$ cat src/rtl/mmio_pkg.sv
// mmio_pkg: shared register map, bit positions and bus encodings for the console TX peripheral.
package mmio_pkg;
    localparam logic [1:0] OFF_TXDATA = 2'd0;
    localparam logic [1:0] OFF_STATUS = 2'd1;
    localparam logic [1:0] OFF_COUNT  = 2'd2;
    localparam logic [1:0] OFF_CTRL   = 2'd3;
    localparam int ST_FULL      = 0;
    localparam int ST_EMPTY     = 1;
    localparam int ST_OVF       = 2;
    localparam int ST_COUNT_LSB = 8;
    localparam int CTRL_EN      = 0;
    localparam int CTRL_FLUSH   = 1;
    localparam int CB_WE = 0;
    localparam int CB_RE = 1;
    localparam logic [7:0] DEFAULT_BASE_ADDR = 8'hF0;
endpackage

$ cat src/rtl/mmio_console_tx_if.sv
// mmio_console_tx_if: processor bus responder signals plus the outgoing byte stream.
interface mmio_console_tx_if #(
    parameter int ADDR_W = 8,
    parameter int DATA_W = 16
);
    logic [ADDR_W-1:0] address_bus;
    logic [DATA_W-1:0] wdata_bus;
    logic [1:0]        control_bus;
    logic [DATA_W-1:0] rdata;
    logic              rsel;
    logic [7:0]        tx_data;
    logic              tx_valid;
    logic              tx_ready;
    modport master (output address_bus, wdata_bus, control_bus, tx_ready,
                    input  rdata, rsel, tx_data, tx_valid);
    modport slave  (input  address_bus, wdata_bus, control_bus, tx_ready,
                    output rdata, rsel, tx_data, tx_valid);
endinterface

$ cat src/rtl/sync_fifo.sv
// sync_fifo: single-clock FIFO; pushes when full and pops when empty are ignored, flush wins.
module sync_fifo #(
    parameter int WIDTH = 8,
    parameter int DEPTH = 8,
    localparam int AW = $clog2(DEPTH),
    localparam int CW = AW + 1
) (
    input  logic             clk,
    input  logic             reset,
    input  logic             push_i,
    input  logic             pop_i,
    input  logic             flush_i,
    input  logic [WIDTH-1:0] din_i,
    output logic [WIDTH-1:0] dout_o,
    output logic             full_o,
    output logic             empty_o,
    output logic [CW-1:0]    count_o
);
    logic [WIDTH-1:0] mem_q [DEPTH];
    logic [AW-1:0] wr_q, wr_d, rd_q, rd_d;
    logic [CW-1:0] cnt_q, cnt_d;
    logic push_ok, pop_ok;

    assign full_o  = cnt_q == CW'(DEPTH);
    assign empty_o = cnt_q == '0;
    assign count_o = cnt_q;
    assign dout_o  = mem_q[rd_q];

    always_comb begin
        push_ok = push_i && !full_o;
        pop_ok  = pop_i && !empty_o;
        wr_d  = flush_i ? '0 : wr_q + AW'(push_ok);
        rd_d  = flush_i ? '0 : rd_q + AW'(pop_ok);
        cnt_d = flush_i ? '0 : cnt_q + CW'(push_ok) - CW'(pop_ok);
    end

    always_ff @(posedge clk) begin
        if (reset) begin
            wr_q  <= '0;
            rd_q  <= '0;
            cnt_q <= '0;
        end else begin
            wr_q  <= wr_d;
            rd_q  <= rd_d;
            cnt_q <= cnt_d;
        end
    end

    always_ff @(posedge clk) begin
        if (push_ok && !flush_i) mem_q[wr_q] <= din_i;
    end
endmodule

$ cat src/rtl/mmio_console_tx.sv
// mmio_console_tx: 4-word MMIO window that queues written bytes and drains them onto a byte stream.
module mmio_console_tx
    import mmio_pkg::*;
#(
    parameter int         ADDR_W     = 8,
    parameter int         DATA_W     = 16,
    parameter logic [7:0] BASE_ADDR  = DEFAULT_BASE_ADDR,
    parameter int         FIFO_DEPTH = 8,
    localparam int CW = $clog2(FIFO_DEPTH) + 1
) (
    input logic              clk,
    input logic              reset,
    mmio_console_tx_if.slave bus
);
    logic [1:0]        off;
    logic              hit, we, re, push, pop, flush;
    logic              full, empty;
    logic [CW-1:0]     count;
    logic [DATA_W-1:0] status, rd_val;
    logic              en_q, en_d, ovf_q, ovf_d, rsel_q, rsel_d;
    logic [DATA_W-1:0] rdata_q, rdata_d;

    assign hit   = bus.address_bus[ADDR_W-1:2] == BASE_ADDR[ADDR_W-1:2];
    assign off   = bus.address_bus[1:0];
    assign we    = hit && bus.control_bus[CB_WE];
    assign re    = hit && bus.control_bus[CB_RE];
    assign push  = we && off == OFF_TXDATA;
    assign flush = we && off == OFF_CTRL && bus.wdata_bus[CTRL_FLUSH];
    assign bus.tx_valid = !empty && en_q;
    assign pop   = bus.tx_valid && bus.tx_ready;

    sync_fifo #(.WIDTH(8), .DEPTH(FIFO_DEPTH)) u_fifo (
        .clk    (clk),
        .reset  (reset),
        .push_i (push),
        .pop_i  (pop),
        .flush_i(flush),
        .din_i  (bus.wdata_bus[7:0]),
        .dout_o (bus.tx_data),
        .full_o (full),
        .empty_o(empty),
        .count_o(count)
    );

    // Read value is taken from pre-edge state, so a same-cycle write is not visible.
    always_comb begin
        status = '0;
        status[ST_COUNT_LSB +: 5] = 5'(count);
        status[ST_OVF]   = ovf_q;
        status[ST_EMPTY] = empty;
        status[ST_FULL]  = full;
        rd_val = off == OFF_TXDATA ? '0 :
                 off == OFF_STATUS ? status :
                 off == OFF_COUNT  ? DATA_W'(count) : DATA_W'(en_q);
        rdata_d = re ? rd_val : rdata_q;
        rsel_d  = re;
        en_d    = we && off == OFF_CTRL ? bus.wdata_bus[CTRL_EN] : en_q;
        ovf_d   = push && full ? 1'b1 :
                  we && off == OFF_STATUS && bus.wdata_bus[ST_OVF] ? 1'b0 : ovf_q;
    end

    always_ff @(posedge clk) begin
        if (reset) begin
            en_q    <= 1'b1;
            ovf_q   <= 1'b0;
            rdata_q <= '0;
            rsel_q  <= 1'b0;
        end else begin
            en_q    <= en_d;
            ovf_q   <= ovf_d;
            rdata_q <= rdata_d;
            rsel_q  <= rsel_d;
        end
    end

    assign bus.rdata = rdata_q;
    assign bus.rsel  = rsel_q;
endmodule

$ cat src/flat_wrapper.sv
// flat-port wrapper written by rule: the top's interface ports become plain ports
module mmio_console_tx_flat import mmio_pkg::*;
#(
    parameter int         ADDR_W     = 8,
    parameter int         DATA_W     = 16,
    parameter logic [7:0] BASE_ADDR  = DEFAULT_BASE_ADDR,
    parameter int         FIFO_DEPTH = 8,
    localparam int CW = $clog2(FIFO_DEPTH) + 1
)
  (clk, reset, bus_address_bus, bus_wdata_bus, bus_control_bus, bus_tx_ready, bus_rdata, bus_rsel, bus_tx_data, bus_tx_valid);
  mmio_console_tx_if #(.ADDR_W(ADDR_W), .DATA_W(DATA_W)) bus_i ();
  input logic clk;
  input logic reset;
  input wire logic [$bits(bus_i.address_bus)-1:0] bus_address_bus;
  input wire logic [$bits(bus_i.wdata_bus)-1:0] bus_wdata_bus;
  input wire logic [$bits(bus_i.control_bus)-1:0] bus_control_bus;
  input wire logic [$bits(bus_i.tx_ready)-1:0] bus_tx_ready;
  output wire logic [$bits(bus_i.rdata)-1:0] bus_rdata;
  output wire logic [$bits(bus_i.rsel)-1:0] bus_rsel;
  output wire logic [$bits(bus_i.tx_data)-1:0] bus_tx_data;
  output wire logic [$bits(bus_i.tx_valid)-1:0] bus_tx_valid;
  assign bus_i.address_bus = bus_address_bus;
  assign bus_i.wdata_bus = bus_wdata_bus;
  assign bus_i.control_bus = bus_control_bus;
  assign bus_i.tx_ready = bus_tx_ready;
  assign bus_rdata = bus_i.rdata;
  assign bus_rsel = bus_i.rsel;
  assign bus_tx_data = bus_i.tx_data;
  assign bus_tx_valid = bus_i.tx_valid;
  mmio_console_tx #(.ADDR_W(ADDR_W), .DATA_W(DATA_W), .BASE_ADDR(BASE_ADDR), .FIFO_DEPTH(FIFO_DEPTH)) u_core (.clk(clk), .reset(reset), .bus(bus_i));
endmodule
$ cat config.mk
export PLATFORM = sky130hd
export DESIGN_NAME = mmio_console_tx_flat
export DESIGN_NICKNAME = d
export VERILOG_FILES = /design/src/rtl/mmio_pkg.sv /design/src/rtl/mmio_console_tx_if.sv /design/src/rtl/sync_fifo.sv /design/src/rtl/mmio_console_tx.sv /design/src/flat_wrapper.sv
export SDC_FILE = /design/constraint.sdc
export NUM_CORES = 1
export LEC_CHECK = 0
export ABC_CLOCK_PERIOD_IN_PS = 2700
export BUFFER_PORTS_ARGS = -buffer_cell sky130_fd_sc_hd__buf_4
export CAP_MARGIN = 20
export CORE_MARGIN = 1
export CORE_UTILIZATION = 55
export DETAILED_ROUTE_END_ITERATION = 10
export GPL_TIMING_DRIVEN = 1
export MAX_ROUTING_LAYER = met4
export PLACE_DENSITY = 0.77
export REMOVE_ABC_BUFFERS = 1
export SKIP_CTS_REPAIR_TIMING = 1
export SYNTH_ARGS = -nofsm -noshare
export SYNTH_HDL_FRONTEND = slang
export SYNTH_SLANG_ARGS = --single-unit
$ cat constraint.sdc
create_clock -name clk -period 2.7 [get_ports clk]
set_clock_uncertainty 0.15 [all_clocks]
set_input_delay 0.135 -clock clk [delete_from_list [all_inputs] [get_ports clk]]
set_output_delay 0.135 -clock clk [all_outputs]
set_load 0.01 [all_outputs]
### After elaboration in Yosys (flattened, before gate mapping)

Memories as Yosys holds them, arrays and structs flattened. A register that Yosys moved wholly into a read port is not among the register bits.
Cells that the tools add are included.

* register bits after elaboration: 29
* memory bits (writable): 64
* input port bits: 29
* output and inout bits: 26
* logic and storage cells: 45
* memories: 1

* $add $sub $neg: 4
* eq/ne operators: 5
* multiplexer cells: 8
* reductions and logical operators: 20

Memories
* u_core.u_fifo.mem_q: depth 8, width 8, rd ports 1, clocked after Yosys merged registers in 1, write ports 1, line sync_fifo.sv:19 `logic [WIDTH-1:0] mem_q [DEPTH];`

Operators with widths (number)
* $mux 16: 2
* $logic_and 1x1->1: 13
* $add 3x1->3: 2
* $eq 6x6->1 const B: 1
* $add 4x1->4: 1
* $eq 2x2->1 const B: 2
* $eq 4x4->1 const B: 1
* $logic_not 4->1: 1
* $mux 1: 4
* $mux 4: 1
* $sub 4x1->4: 1
* $logic_not 1->1: 3
* $mux 3: 1
* $eq 2x1->1 const B: 1
* $logic_not 2->1: 1
* $reduce_bool 2->1: 1
* $reduce_or 2->1: 1

### Depth between registers and ports, before layout

* depth after elaboration: 8
* gate-level depth with buffers: 10
* depth with buffers taken out: 10

### Cells and area by module

From an unflattened synthesis, not the netlist that was laid out.

* cell total of the unflattened synthesis: 228
* area, all modules: 3661.0 um2

Modules (own cells, without submodules)
* sync_fifo: times used 1, cells an instance 157, area an instance 3054.2 um2, sequential area each 2122.0 um2
* mmio_console_tx: times used 1, cells an instance 71, area an instance 606.8 um2, sequential area each 220.2 um2

### Least setup slack after synthesis

Ideal clock, no wire load.

* kind: register to register
* from: reg u_core.u_fifo.cnt_q[2], in the netlist u_core.u_fifo.count_o[2]
* to: reg u_core.u_fifo.cnt_q[3], in the netlist u_core.u_fifo.count_o[3]
* setup time: 70 ps
* arrival time: 2197 ps
* data required time: 2480 ps
* slack: 283 ps
* stages on the path, launching flop included: 11
* path buffers: 0
* clock period less this slack: 2417 ps
* cells stage by stage: dfxtp_1 > inv_1 > ha_1 > a21boi_0 > and2_1 > ha_1 > inv_1 > ha_1 > and3_1 > or3_1 > a21oi_1

* longest elaborated chain between the ends: 6
* elaborated cells between the ends (all ways): 10
* those cells by class: add/sub (2); eq/ne (1); reduce/logical (7)

Ends and longest elaborated chain
* start, declared: line sync_fifo.sv:21 `logic [CW-1:0] cnt_q, cnt_d;`
* start signal, assigned: line sync_fifo.sv:45 `cnt_q <= cnt_d;`
* $logic_not 4->1: line sync_fifo.sv:25 `assign empty_o = cnt_q == '0;`
* $logic_not 1->1: line mmio_console_tx.sv:29 `assign bus.tx_valid = !empty && en_q;`
* $logic_and 1x1->1: line mmio_console_tx.sv:29
* named net bus_tx_valid: line flat_wrapper.sv:21 `output wire logic [$bits(bus_i.tx_valid)-1:0] bus_tx_valid;`
* $logic_and 1x1->1: line mmio_console_tx.sv:30 `assign pop = bus.tx_valid && bus.tx_ready;`
* $logic_and 1x1->1: line sync_fifo.sv:31 `pop_ok = pop_i && !empty_o;`
* $sub 4x1->4: line sync_fifo.sv:34 `cnt_d = flush_i ? '0 : cnt_q + CW'(push_ok) - CW'(pop_ok);`

The timed path passes the listed nets, and every way through them passes these cells.
A chain may end at the register's enable or synchronous reset.

### Worst setup path after layout

* from: reg u_core.u_fifo.cnt_q[2], in the netlist u_core.u_fifo.count_o[2]
* to: reg u_core.u_fifo.cnt_q[3], in the netlist u_core.u_fifo.count_o[3]

* longest elaborated chain between the ends: 6
* elaborated cells between the ends (all ways): 10
* those cells by class: add/sub (2); eq/ne (1); reduce/logical (7)

Ends and longest elaborated chain (line)
* branches (longest 5 deep; another with $add 4x1->4)
* $sub 4x1->4 (*): sync_fifo.sv:34

Every way passes the cells marked *.

==> Implementation_results.wiki <==
{| class="wikitable"
! Metric !! Value
|-
| Number of search-and-repair iterations in the first detailed-routing pass || 4
|-
| Largest net degree at the start of global routing || 18
|-
| Final Util || 0.684
|-
| Floorplan row count || 29
|-
| Maximum vdd ir drop || 0.493 mV
|-
| Ant. Diodes || 0
|-
| Number of distinct standard cells referenced by the synthesized netlist || 45
|-
| Fin crit period || 2500 ps
|-
| Synthesized instance count || 226
|-
| Average via count per standard cell || 5.78
|-
| Count of buffer and inverter cells on the critical path || 2
|-
| Required @ worst endpoint || 2830 ps
|-
| # IOs || 55
|-
| CTS H-tree lvls || 3
|-
| Setup repair after global routing missed its margin || no
|-
| Total clock sinks || 85
|-
| Number of global-route vias before repair || 2179
|-
| Mean area per synthesized cell || 16.2 um^2
|-
| Total leakage power || 1.60 nW
|-
| Type of the setup path with the least slack || flip-flop to flip-flop
|-
| Startpoint of the tightest hold check path || bus_control_bus[1]
|-
| Critical Path Start || u_core.u_fifo.count_o[2]
|-
| Sequential fraction of the synthesis area || 0.640
|-
| Total DRC errors in the routed layout || 0
|-
| Bufs on Longest Clock Path || 2
|-
| CTS buffer count || 9
|-
| Count of buffers inserted at the top-level ports || 38
|-
| Type of element capturing the critical path || flip-flop
|-
| Beginning of the worst register-to-register path || u_core.u_fifo.count_o[2]
|-
| Clock-pin slew on the worst setup and hold paths || 80 ps
|-
| # Max-Cap Violations || 0
|-
| Initial antenna violation count || 0
|-
| Post-synthesis instance area || 0.00366 mm^2
|-
| Global-route wire length before repair || 10600 um
|-
| Number of enable flip-flop cells after synthesis || 64
|-
| Initial Utilization || 0.573
|-
| Synthesis warning total || 0
|-
| Path class of the lowest-slack min-delay path || primary input to flip-flop
|-
| Tcrit/Tclk final || 0.925
|-
| Width of the chip || 83.6 um
|-
| Worst reg2reg endpoint || u_core.u_fifo.count_o[3]
|-
| Final Slew Violations || 0
|-
| Total vias in the final route || 2123
|-
| Data arrival time of the critical path || 2630 ps
|-
| Tot GR Track Use || 0.209
|-
| First-iteration detailed-routing DRC count || 78
|-
| Number of endpoints with negative hold slack in the final report || 0
|-
| Critical-path maximum fanout || 4
|-
| Crit-path leading delay family || simple AND/OR/NAND/NOR gates
|-
| Clock insertion delay at the later pin of the skew report || 340 ps
|-
| Die ar. || 0.00698 mm^2
|-
| Number of nets in the layout || 325
|-
| Internal Power || 2.36 mW
|-
| Antenna-violating nets left || 0
|-
| Relative slew margins || 0.398
|-
| Switching fraction of total power || 0.254
|-
| Setup TNS Final || 0 ps
|-
| Total power of the final layout || 3.16 mW
|-
| Die Height || 83.6 um
|-
| Post-synthesis async set-or-reset flop share || 0
|-
| Top FF cell, synth || sky130_fd_sc_hd__edfxtp_1
|-
| Cell count of the worst reg-to-reg path || 10
|-
| Fraction of power consumed by combinational cells || 0.224
|-
| Worst Hold Depth || 3
|-
| Power per Cell Area || 725 mW/mm^2
|-
| Switching component of the power || 0.805 mW
|-
| Cell mode on critical path || sky130_fd_sc_hd__ha_1
|-
| Slack of the worst reg-to-reg path || 200 ps
|-
| Worst min-delay path endpoint || u_core.bus.rsel
|-
| Share of post-route cells with drive strength above 1 || 0.276
|-
| Final weighted congestion of routability-driven global placement || 0.851
|-
| Detail Placement HPWL || 4340 um
|-
| Fmax || 401 MHz
|-
| Worst Max-Slew Pin Slew || 900 ps
|-
| Total congestion overflow || 0
|-
| Result of the run || finished, final reports clean
|-
| CTS tree || built
|-
| Clock group share of total power || 0.302
|-
| Count of endpoints failing setup in the final report || 0
|-
| Placeable core area || 0.00639 mm^2
|-
| Biggest cell delay along the critical path || 400 ps
|-
| Cell with the biggest individual delay on the critical path || sky130_fd_sc_hd__or3b_4
|-
| Wirelength per Cell || 18.2 um
|-
| P&R area growth vs syn || 19.3%
|-
| Root buffer cell || sky130_fd_sc_hd__clkbuf_8
|-
| Chain of cells forming the critical path || inv_1 -> ha_1 -> or3b_4 -> nand4_1 -> ha_1 -> inv_1 -> ha_1 -> and3_1 -> or3_1 -> a21oi_1
|-
| Share of total power in sequential cells || 0.473
|-
| Kind of launch point of the worst setup path || flip-flop
|-
| Routed wire length || 6670 um
|-
| Flops & latches, synth || 85
|}
-- layout make-up --
type                       count  area, um^2
timing repair buffer          59         465
multi-input combinational    124        1220
inverter                       6        22.5
sequential                    85        2340
tap                           77        96.3
clock buffer                  10         128
fill                         443        2020
clock inverter                 6        87.6
-- sequential cells by signal (all words and copies together), names as in the netlist --
name / cells
u_core.en_q: 1
u_core.bus.rdata: 8
u_core.u_fifo.rd_q: 3
u_core.bus.rsel: 1
u_core.u_fifo.wr_q: 3
u_core.u_fifo.count_o: 4
u_core.ovf_q: 1
u_core.u_fifo.mem_q: 64
-- power by group through the flow --
stage / sequential [mW] / clock (mW) / combinational [mW]
after floorplan: 1.54 / 0 / 0.428
after global placement: 1.53 / 0 / 0.673
after detailed placement: 1.53 / 0 / 0.702
after CTS: 1.50 / 0.976 / 0.707
after global routing: 1.51 / 1.03 / 0.775
final: 1.50 / 0.957 / 0.710
-- metal layers --
| layer | vias to the layer above | part of all wire | track usage |
|---|---|---|---|
| met2 | 70 | 0.52 | 0.358 |
| li1 | 999 | - | - |
| met4 | 0 | 0.011 | 0.0817 |
| met5 | - | 0 | - |
| met1 | 1045 | 0.43 | 0.241 |
| met3 | 9 | 0.040 | 0.0435 |
-- synth_stat cells, drive strengths merged, types with 2 or more instances --
cell / count / area share
edfxtp: 64 / 0.53
dfxtp: 21 / 0.11
mux4: 16 / 0.11
buf: 13 / 0.029
ha: 10 / 0.034
nor2: 10 / 0.010
a21oi: 9 / 0.012
mux2: 9 / 0.028
and2: 8 / 0.014
nand4: 7 / 0.012
inv: 6 / 0.0062
o21ai: 6 / 0.0082
clkbuf: 5 / 0.0051
nand3: 4 / 0.0055
a211oi: 3 / 0.0062
and3: 3 / 0.0051
nor3: 3 / 0.0041
xnor2: 3 / 0.0072
a22oi: 2 / 0.0041
nor2b: 2 / 0.0034
nor4: 2 / 0.0034
nor4b: 2 / 0.0048
-- worst max path at each step --
stage / end / slack (ps) / depth (start not counted)
6_report: u_core.u_fifo.count_o[3] / 200 / 10
5_1_grt: u_core.u_fifo.count_o[3] / 60 / 10
4_1_cts: u_core.u_fifo.count_o[3] / 80 / 10
3_5_place_dp: u_core.u_fifo.count_o[3] / 100 / 10
3_3_place_gp: u_core.u_fifo.count_o[3] / 130 / 10
2_1_floorplan: u_core.u_fifo.count_o[3] / 280 / 10
-- kinds of logic (layout without fill, tap and decap cells) --
kind of cell / count (synthesis) / after routing / synth area share
AOI/OAI and AO/OA: 26 / 26 / 0.0448
and+or+nand+nor: 50 / 50 / 0.0828
DFF: 85 / 85 / 0.640
adders and majority gates: 11 / 11 / 0.0397
muxes: 26 / 26 / 0.144
other: 1 / 8 / 0.00103
buffers and inverters: 24 / 81 / 0.0400
xor gates and xnor gates: 3 / 3 / 0.00718
-- tightest hold or removal path, cell delays in order --
cell and delay [ps]:
sky130_fd_sc_hd__buf_4 110, sky130_fd_sc_hd__nand3_1 170, sky130_fd_sc_hd__nor3_1 70
-- cells in the final DEF (no fill, tap or decap), types with 3 or more instances in the layout --
master                          count
sky130_fd_sc_hd__edfxtp_1          64
sky130_fd_sc_hd__buf_4             50
sky130_fd_sc_hd__dfxtp_1           21
sky130_fd_sc_hd__mux4_1            15
sky130_fd_sc_hd__nor2_1            10
sky130_fd_sc_hd__ha_1              10
sky130_fd_sc_hd__mux2_2             9
sky130_fd_sc_hd__a21oi_1            9
sky130_fd_sc_hd__clkbuf_8           9
sky130_fd_sc_hd__dlygate4sd3_1      9
sky130_fd_sc_hd__and2_1             8
sky130_fd_sc_hd__conb_1             8
sky130_fd_sc_hd__nand4_1            7
sky130_fd_sc_hd__inv_1              6
sky130_fd_sc_hd__o21ai_0            6
sky130_fd_sc_hd__nand3_1            4
sky130_fd_sc_hd__and3_1             3
sky130_fd_sc_hd__nor3_1             3
sky130_fd_sc_hd__a211oi_1           3
sky130_fd_sc_hd__xnor2_1            3
-- through the flow --
| stage | instances | setup slack [ps] | instance area (um^2) | hold slack [ps] |
|---|---|---|---|---|
| after global placement | 342 | 126 | 4060 | 216 |
| after detailed placement | 342 | 95.1 | 4060 | 226 |
| after global routing | 367 | 60.5 | 4370 | 73.2 |
| final | 367 | 204 | 4370 | 51.7 |
| after CTS | 358 | 76.4 | 4270 | -144 |
| after floorplan | 215 | 283 | 3560 | 54.1 |
(Power assumes the default switching activity.)
